--- src/rtl/hb_pkg.sv ---
// Shared types and sizing helpers for the heartbeat supervision blocks.
package hb_pkg;

  typedef enum logic [1:0] {
    INIT  = 2'd0,
    RUN   = 2'd1,
    FAULT = 2'd2
  } hb_state_t;

  // Bits needed to hold values 0..max_val, never less than one bit.
  function automatic int cnt_w(input int max_val);
    return (max_val < 1) ? 1 : $clog2(max_val + 1);
  endfunction

endpackage

--- src/rtl/hb_sync_edge.sv ---
// Two-flop synchroniser followed by a registered rising-edge detector.
module hb_sync_edge (
  input  logic clk,
  input  logic reset,
  input  logic d,
  output logic pulse
);

  logic sync_p0;
  logic sync_p1;
  logic sync_p2;

  always_ff @(posedge clk) begin
    if (reset) begin
      sync_p0 <= 1'b0;
      sync_p1 <= 1'b0;
      sync_p2 <= 1'b0;
      pulse   <= 1'b0;
    end else begin
      sync_p0 <= d;
      sync_p1 <= sync_p0;
      // ---- edge stage: sync_p2 is the previous synchronised level ----
      sync_p2 <= sync_p1;
      pulse   <= sync_p1 & ~sync_p2;
    end
  end

endmodule

--- src/rtl/heartbeat_monitor.sv ---
// Heartbeat interval supervisor: classifies beat gaps and drives the ok line.
module heartbeat_monitor
  import hb_pkg::*;
#(
  parameter int MIN_GAP    = 4,
  parameter int MAX_GAP    = 10,
  parameter int MISS_LIMIT = 3,
  parameter int GOOD_LIMIT = 2
) (
  input  logic                              clk,
  input  logic                              reset,
  input  logic                              enable,
  input  logic                              hb_in,
  output logic                              ok,
  output logic                              early_err,
  output logic                              late_err,
  output logic [$clog2(MISS_LIMIT+1)-1:0]   miss_cnt
);

  localparam int GAP_W  = cnt_w(MAX_GAP + 1);
  localparam int MISS_W = $clog2(MISS_LIMIT + 1);
  localparam int GOOD_W = cnt_w(GOOD_LIMIT);

  localparam logic [GAP_W-1:0]  MIN_G  = GAP_W'(MIN_GAP);
  localparam logic [GAP_W-1:0]  MAX_G  = GAP_W'(MAX_GAP);
  localparam logic [GAP_W-1:0]  GAP_1  = GAP_W'(1);
  localparam logic [MISS_W-1:0] MISS_L = MISS_W'(MISS_LIMIT);
  localparam logic [GOOD_W-1:0] GOOD_L = GOOD_W'(GOOD_LIMIT);

  function automatic logic [MISS_W-1:0] sat_inc_miss(input logic [MISS_W-1:0] v);
    return (v >= MISS_L) ? MISS_L : v + MISS_W'(1);
  endfunction

  hb_state_t         state;
  logic [GAP_W-1:0]  gap;
  logic [GOOD_W-1:0] good_cnt;
  logic              hb_pulse;

  logic              is_good;
  logic              is_early;
  logic              is_late;
  logic              is_bad;
  logic [MISS_W-1:0] miss_next;
  logic [GOOD_W-1:0] good_next;

  hb_sync_edge u_sync_edge (
    .clk   (clk),
    .reset (reset),
    .d     (hb_in),
    .pulse (hb_pulse)
  );

  always_comb begin
    is_good   = hb_pulse && (gap >= MIN_G) && (gap <= MAX_G);
    is_early  = hb_pulse && (gap < MIN_G);
    is_late   = !hb_pulse && (gap == MAX_G);
    is_bad    = is_early || is_late;
    miss_next = sat_inc_miss(miss_cnt);
    good_next = good_cnt + GOOD_W'(1);
  end

  // ---- classification stage: counters, FSM and registered outputs ----
  always_ff @(posedge clk) begin
    if (reset || !enable) begin
      state     <= INIT;
      gap       <= '0;
      miss_cnt  <= '0;
      good_cnt  <= '0;
      ok        <= 1'b1;
      early_err <= 1'b0;
      late_err  <= 1'b0;
    end else begin
      // A late event restarts the interval as if a beat had arrived.
      gap       <= (hb_pulse || is_late) ? GAP_1 : gap + GAP_1;
      early_err <= is_early && (state != INIT);
      late_err  <= is_late;
      case (state)
        INIT: begin
          if (hb_pulse) begin
            state <= RUN;
          end else if (is_late) begin
            miss_cnt <= miss_next;
            if (miss_next == MISS_L) begin
              state <= FAULT;
              ok    <= 1'b0;
            end else begin
              state <= RUN;
            end
          end
        end
        RUN: begin
          if (is_good) begin
            miss_cnt <= '0;
          end else if (is_bad) begin
            miss_cnt <= miss_next;
            if (miss_next == MISS_L) begin
              state <= FAULT;
              ok    <= 1'b0;
            end
          end
        end
        FAULT: begin
          if (is_good) begin
            if (good_next == GOOD_L) begin
              state    <= RUN;
              miss_cnt <= '0;
              good_cnt <= '0;
              ok       <= 1'b1;
            end else begin
              good_cnt <= good_next;
            end
          end else if (is_bad) begin
            good_cnt <= '0;
            miss_cnt <= miss_next;
          end
        end
        default: begin
          state <= INIT;
          ok    <= 1'b1;
        end
      endcase
    end
  end

endmodule

--- config.mk ---
export PLATFORM = sky130hd
export DESIGN_NAME = heartbeat_monitor
export DESIGN_NICKNAME = d
export VERILOG_FILES = /design/src/rtl/hb_pkg.sv /design/src/rtl/hb_sync_edge.sv /design/src/rtl/heartbeat_monitor.sv
export SDC_FILE = /design/constraint.sdc
export NUM_CORES = 1
export LEC_CHECK = 0
export ABC_AREA = 1
export CORE_MARGIN = 2
export CORE_UTILIZATION = 45
export DETAILED_ROUTE_END_ITERATION = 10
export PLACE_DENSITY = 0.63
export SYNTH_ARGS = -nofsm -noshare
export SYNTH_HDL_FRONTEND = slang
export SYNTH_SLANG_ARGS = --single-unit
--- constraint.sdc ---
create_clock -name clk -period 2 [get_ports clk]
set_clock_uncertainty 0.2 [all_clocks]
set_input_delay 0.4 -clock clk [delete_from_list [all_inputs] [get_ports clk]]
set_output_delay 0.4 -clock clk [all_outputs]
set_load 0.01 [all_outputs]
Word-level counts from Yosys, hierarchy flattened:

Index checks and enable logic that the tools add are counted.

* register bits after elaboration: 17
* logic and storage cells: 83

* add/sub/neg operators: 3
* $lt $le $gt $ge: 4
* equal/unequal tests: 14
* mux-type cells: 29
* bitwise gates (word level): 2
* reduce and logical (&&, ||, !) cells: 19

Operators with widths (number)
* $mux W2: 18
* $ne A2 B2 Y1 const B: 7
* $pmux W2 S3: 2
* $reduce_and A6 Y1: 2
* $mux W1: 8
* $eq A2 B2 Y1 const B: 3
* $logic_and A1 B1 Y1: 5
* $add A2 B1 Y2 const B: 2
* $add A4 B1 Y4 const B: 1
* $eq A4 B4 Y1 const B: 1
* $ge A4 B3 Y1 const B: 1
* $le A4 B4 Y1 const B: 1
* $lt A4 B3 Y1 const B: 1
* $reduce_and A4 Y1: 1
* $reduce_bool A2 Y1: 2
* $logic_or A1 B1 Y1: 3
* $ne A3 B2 Y1 const B: 1
* $ne A3 B3 Y1 const B: 1
* $pmux W1 S3: 1
* $reduce_bool A3 Y1: 1
* $eq A2 B1 Y1 const B: 1
* $ge A2 B2 Y1 const B: 1
* $logic_not A1 Y1: 2
* $logic_not A2 Y1: 1
* other kinds (4): 4

Longest topological paths before layout:

* depth in word-level cells: 7
* depth in mapped cells: 12
* mapped depth without buffers: 12

Cells and area by module:

A second synthesis with hierarchy kept.

* cells, all modules: 127
* area total of the unflattened synthesis: 864.6 um^2

Modules (own cells, without submodules)
* heartbeat_monitor: instances 1, cells each 115, area an instance 749.5 um^2
* hb_sync_edge: instances 1, cells each 12, area an instance 115.1 um^2

Worst setup path before layout:

OpenSTA, ideal clock, no wires.

* path kind: reg2reg
* start: register gap[0]
* end: register good_cnt[0]
* setup time: 0.113 ns
* arrival: 1.213 ns
* required time: 1.687 ns
* slack: 0.475 ns
* stages on the path, launching flop included: 11
* path buffers: 0
* period minus slack after synthesis: 1.525 ns
* cells stage by stage: dfxtp_1 -> inv_1 -> ha_1 -> nand2_1 -> nor2_1 -> nand2_1 -> and2_1 -> a21oi_1 -> o21ai_1 -> nand2_1 -> nor2_1

* longest elaborated chain between the ends: 5
* elaborated cells between the ends (all ways): 12

Ends and longest elaborated chain
* start: declaration: line heartbeat_monitor.sv:35 `logic [GAP_W-1:0] gap;`
* start signal: assignment: line heartbeat_monitor.sv:74 `gap <= (hb_pulse || is_late) ? GAP_1 : gap + GAP_1;`
* $ge A4 B3 Y1, or another cell as far along: line heartbeat_monitor.sv:54 `is_good = hb_pulse && (gap >= MIN_G) && (gap <= MAX_G);`
* $logic_and A1 B1 Y1 (on tied branches): line heartbeat_monitor.sv:54, heartbeat_monitor.sv:55, heartbeat_monitor.sv:56
* $logic_and A1 B1 Y1 / $logic_or A1 B1 Y1 (equally long branches): line heartbeat_monitor.sv:54, heartbeat_monitor.sv:57
* $reduce_bool A2 Y1 (no line)
* $reduce_and A2 Y1 (no line)
* end signal: assignment: line heartbeat_monitor.sv:110 `good_cnt <= good_next;`
* end: declaration: line heartbeat_monitor.sv:36 `logic [GOOD_W-1:0] good_cnt;`

Several ways; a longest one is shown, not always the timed one.
A chain may end at the register's enable or synchronous reset.

Final worst setup path:

* start: register miss_cnt[1]
* end: output port miss_cnt[1]

RTL lines
* start: declaration: line heartbeat_monitor.sv:17 `output logic [$clog2(MISS_LIMIT+1)-1:0] miss_cnt`
* start signal: assignment: line heartbeat_monitor.sv:82 `miss_cnt <= miss_next;`
* start signal: assignment: line heartbeat_monitor.sv:95 `miss_cnt <= miss_next;`
* start signal: assignment: line heartbeat_monitor.sv:114 `miss_cnt <= miss_next;`

No word-level cell between the ends.

==> results by group <==
STA
  – Achievable Freq: 544.7 MHz
  – Setup TNS: 0 ns
  – RSZ-0062 raised after global routing: false
  – Least-Margin Pin Slew: 0.2115 ns
  – Tcrit/Tclk final: 0.9179
  – Final setup violation count: 0
  – Period minus WS final: 1.836 ns
  – Max-Slew Margin vs Limit: 0.8588
  – Max-slew violations: 0
  – Post-route worst setup slack: 0.1642 ns
  – Final Hold Violating Endpoints: 0

Yosys
  – Cell count after synthesis: 123
  – Cell Area, Synth: 868.3 µm²
  – Synth area leader: dfxtp_1
  – Share of the synthesized area in the top cell type: 0.3919
  – Mapped Avg Cell Area: between 7 and 8 µm²
  – Synth warn: 0
  – Sequential-to-total area share from yosys stat: 0.3919
  – Yosys cell types: 20
  – Top post-synthesis cells by area: dfxtp_1 39%, nand2_1 11%, nor2_1 9.1%
  – Seq cells post-synth: 17
  – Syn nets: 133

Detailed routing
  – Initial DRC count: 16
  – Final wirelength: 1.462 mm
  – Post-route ant nets: 0
  – DR WL/cell: 9.081 µm
  – Via count: 746
  – Vias per inst: 4.634
  – Drt drc: 0
  – Drt first pass iters: 4

Pwr
  – Peak supply drop: 0.4105 mV
  – Leak: roughly 0.44 nW
  – Pwr dens: 592.1 mW/mm²

Worst setup path
  – CP bufs+invs: 1
  – Worst Path Required: 1.40 ns
  – Critical path arrival: 1.24 ns
  – CP delay by family, top: buffers and inverters
  – Setup CP Type: flop to output port
  – Crit path cell chain: clkdlybuf4s50_1
  – Highest cell delay on the worst timing path: 0.55 ns
  – Setup crit start kind: flop
  – Worst path slowest cell: clkdlybuf4s50_1
  – Critical Path End Type: output port
  – CP max FO: 4

Die
  – Chip width: roughly 48 µm
  – Core ar.: 0.001764 mm²
  – Die area: 0.002297 mm²
  – Row count: 15
  – I/O pins: 9
  – Chip Height: 47.93 µm
  – Initial Util: 0.4922

Run
  – Max Cap Viol: 0

GRT
  – Initial antenna violation count: 0
  – Vias in the first global route: 614
  – Tot GR Track Use: 0.1642
  – Largest net degree at the start of global routing: 11
  – GR Overflow Total: 0
  – First-pass GRT wire length: approximately 2.5 mm

Final layout
  – Fillers: 184
  – Diode count: 0
  – Share of layout cells above drive strength 1: 0.1029
  – Most frequent cells in the layout: 25 x nand2_1, 21 x nor2_1, 19 x inv_1
  – Commonest non-fill, non-tap cell in the layout: nand2_1
  – Area growth, synth to finish: 16.86%
  – NumNets Final: about 150

Clocking
  – Post-CTS Resized: 0
  – Clock-pin slew on the worst setup and hold paths: 0.10 ns
  – Postcts setup bufs: 0
  – H-tree Lvls: 1
  – # clock sinks: 17
  – Clock buffer count from CTS: 3
  – Root buf cell: clkbuf_4
  – Worst skew pair latency: 0.29 ns
  – Hold_buf cts: 0
  – Longest Clk Path Bufs: 2
  – CTS tree: done

Place
  – Post-detail-place hpwl: 1.188 mm
  – Pre-CTS setup slack: roughly 0.25 ns
  – I/O Buffers: 8
  – RePlAce Congestion: 0.8130

Worst hold path
  – Hold crit path type: flop to flop

Run status
  – Outcome: completed
-- final cells by class --
class	count	area, µm²	area share
inverters	20	75.07	0.07398
repair buffers	9	87.58	0.08631
well taps	25	31.28	0.03083
flip-flops and latches	17	340.3	0.3354
multi-input cells	86	452.9	0.4464
clock inverters	1	5.005	0.004932
clock buffers	3	22.52	0.02219
-- registers in the layout (all words and copies together) (netlist names) --
name,flops
miss_cnt,2
late_err,1
ok,1
u_sync_edge.sync_p2,1
u_sync_edge.sync_p1,1
good_cnt,2
early_err,1
u_sync_edge.pulse,1
gap,4
state,2
u_sync_edge.sync_p0,1
-- power breakdown --
| part | switching [mW] | internal, mW | total, mW |
|---|---|---|---|
| sequential | 0.00498 | 0.346 | 0.351 |
| clock | 0.108 | 0.0745 | 0.183 |
| combinational | 0.0397 | 0.0278 | 0.0675 |
-- metal layers --
metal | part of all wire | wire (µm) | up-vias | track usage
met5 | 0 | 0 | - | 0
met4 | 0.026 | 38 | 0 | 0.09730
met3 | 0.036 | 53 | 4 | 0.03396
met2 | 0.45 | 654 | 22 | 0.2587
met1 | 0.49 | 716 | 315 | 0.2050
li1 | - | - | 405 | -
-- stage by stage --
stage	instance area, µm²	power (mW)	util	instances	hold slack, ns
final	1015	0.6008	0.5752	161	0.2039
after global routing	1015	0.6378	0.5752	161	0.2124
after CTS	1015	0.6092	0.5752	161	0.2065
after detailed placement	987.2	0.4266	0.5596	157	0.1909
after global placement	987.2	0.4259	0.5596	157	0.1848
after floorplan	868.3	0.4063	-	123	0.1728
-- final timing paths --
check | start | cells after the start | slack (ns) | to
worst min-delay path | u_sync_edge.sync_p2$_SDFF_PP0_ | 1 | 0.20 | u_sync_edge.pulse$_SDFF_PP0_
worst max register to register | gap[0]$_SDFF_PP0_ | 10 | 0.23 | good_cnt[1]$_SDFFE_PP0P_
worst max-delay path | miss_cnt[1]$_SDFFE_PP0P_ | 1 | 0.16 | miss_cnt[1]
worst min register to register | u_sync_edge.sync_p2$_SDFF_PP0_ | 1 | 0.20 | u_sync_edge.pulse$_SDFF_PP0_
-- synth_stat cells --
cell type  instances
dfxtp_1           17
and2_1             1
nor2_2             3
o21ai_1            1
o21ai_2            1
nand2_4            1
nand3_2            1
ha_1               6
xor2_1             1
o21ai_0            3
a21oi_1            6
inv_1             19
nand2_2            1
nand3_1           11
inv_2              1
nor2_1            21
nand2_1           25
nor3_1             2
xnor2_1            1
nor2_4             1
-- cells by family (layout without fill, tap and decap cells) --
family                   after synthesis  count (layout)  share of synthesized area
AND/OR/NAND/NOR                       67              67                     0.3473
AO/OA/AOI/OAI                         11              11                    0.06772
XOR/XNOR                               2               2                    0.02018
buffers and inverters                 20              33                    0.08645
adder cells (fa/ha/maj)                6               6                    0.08645
flip-flops                            17              17                     0.3919
(Power assumes the default switching activity.)
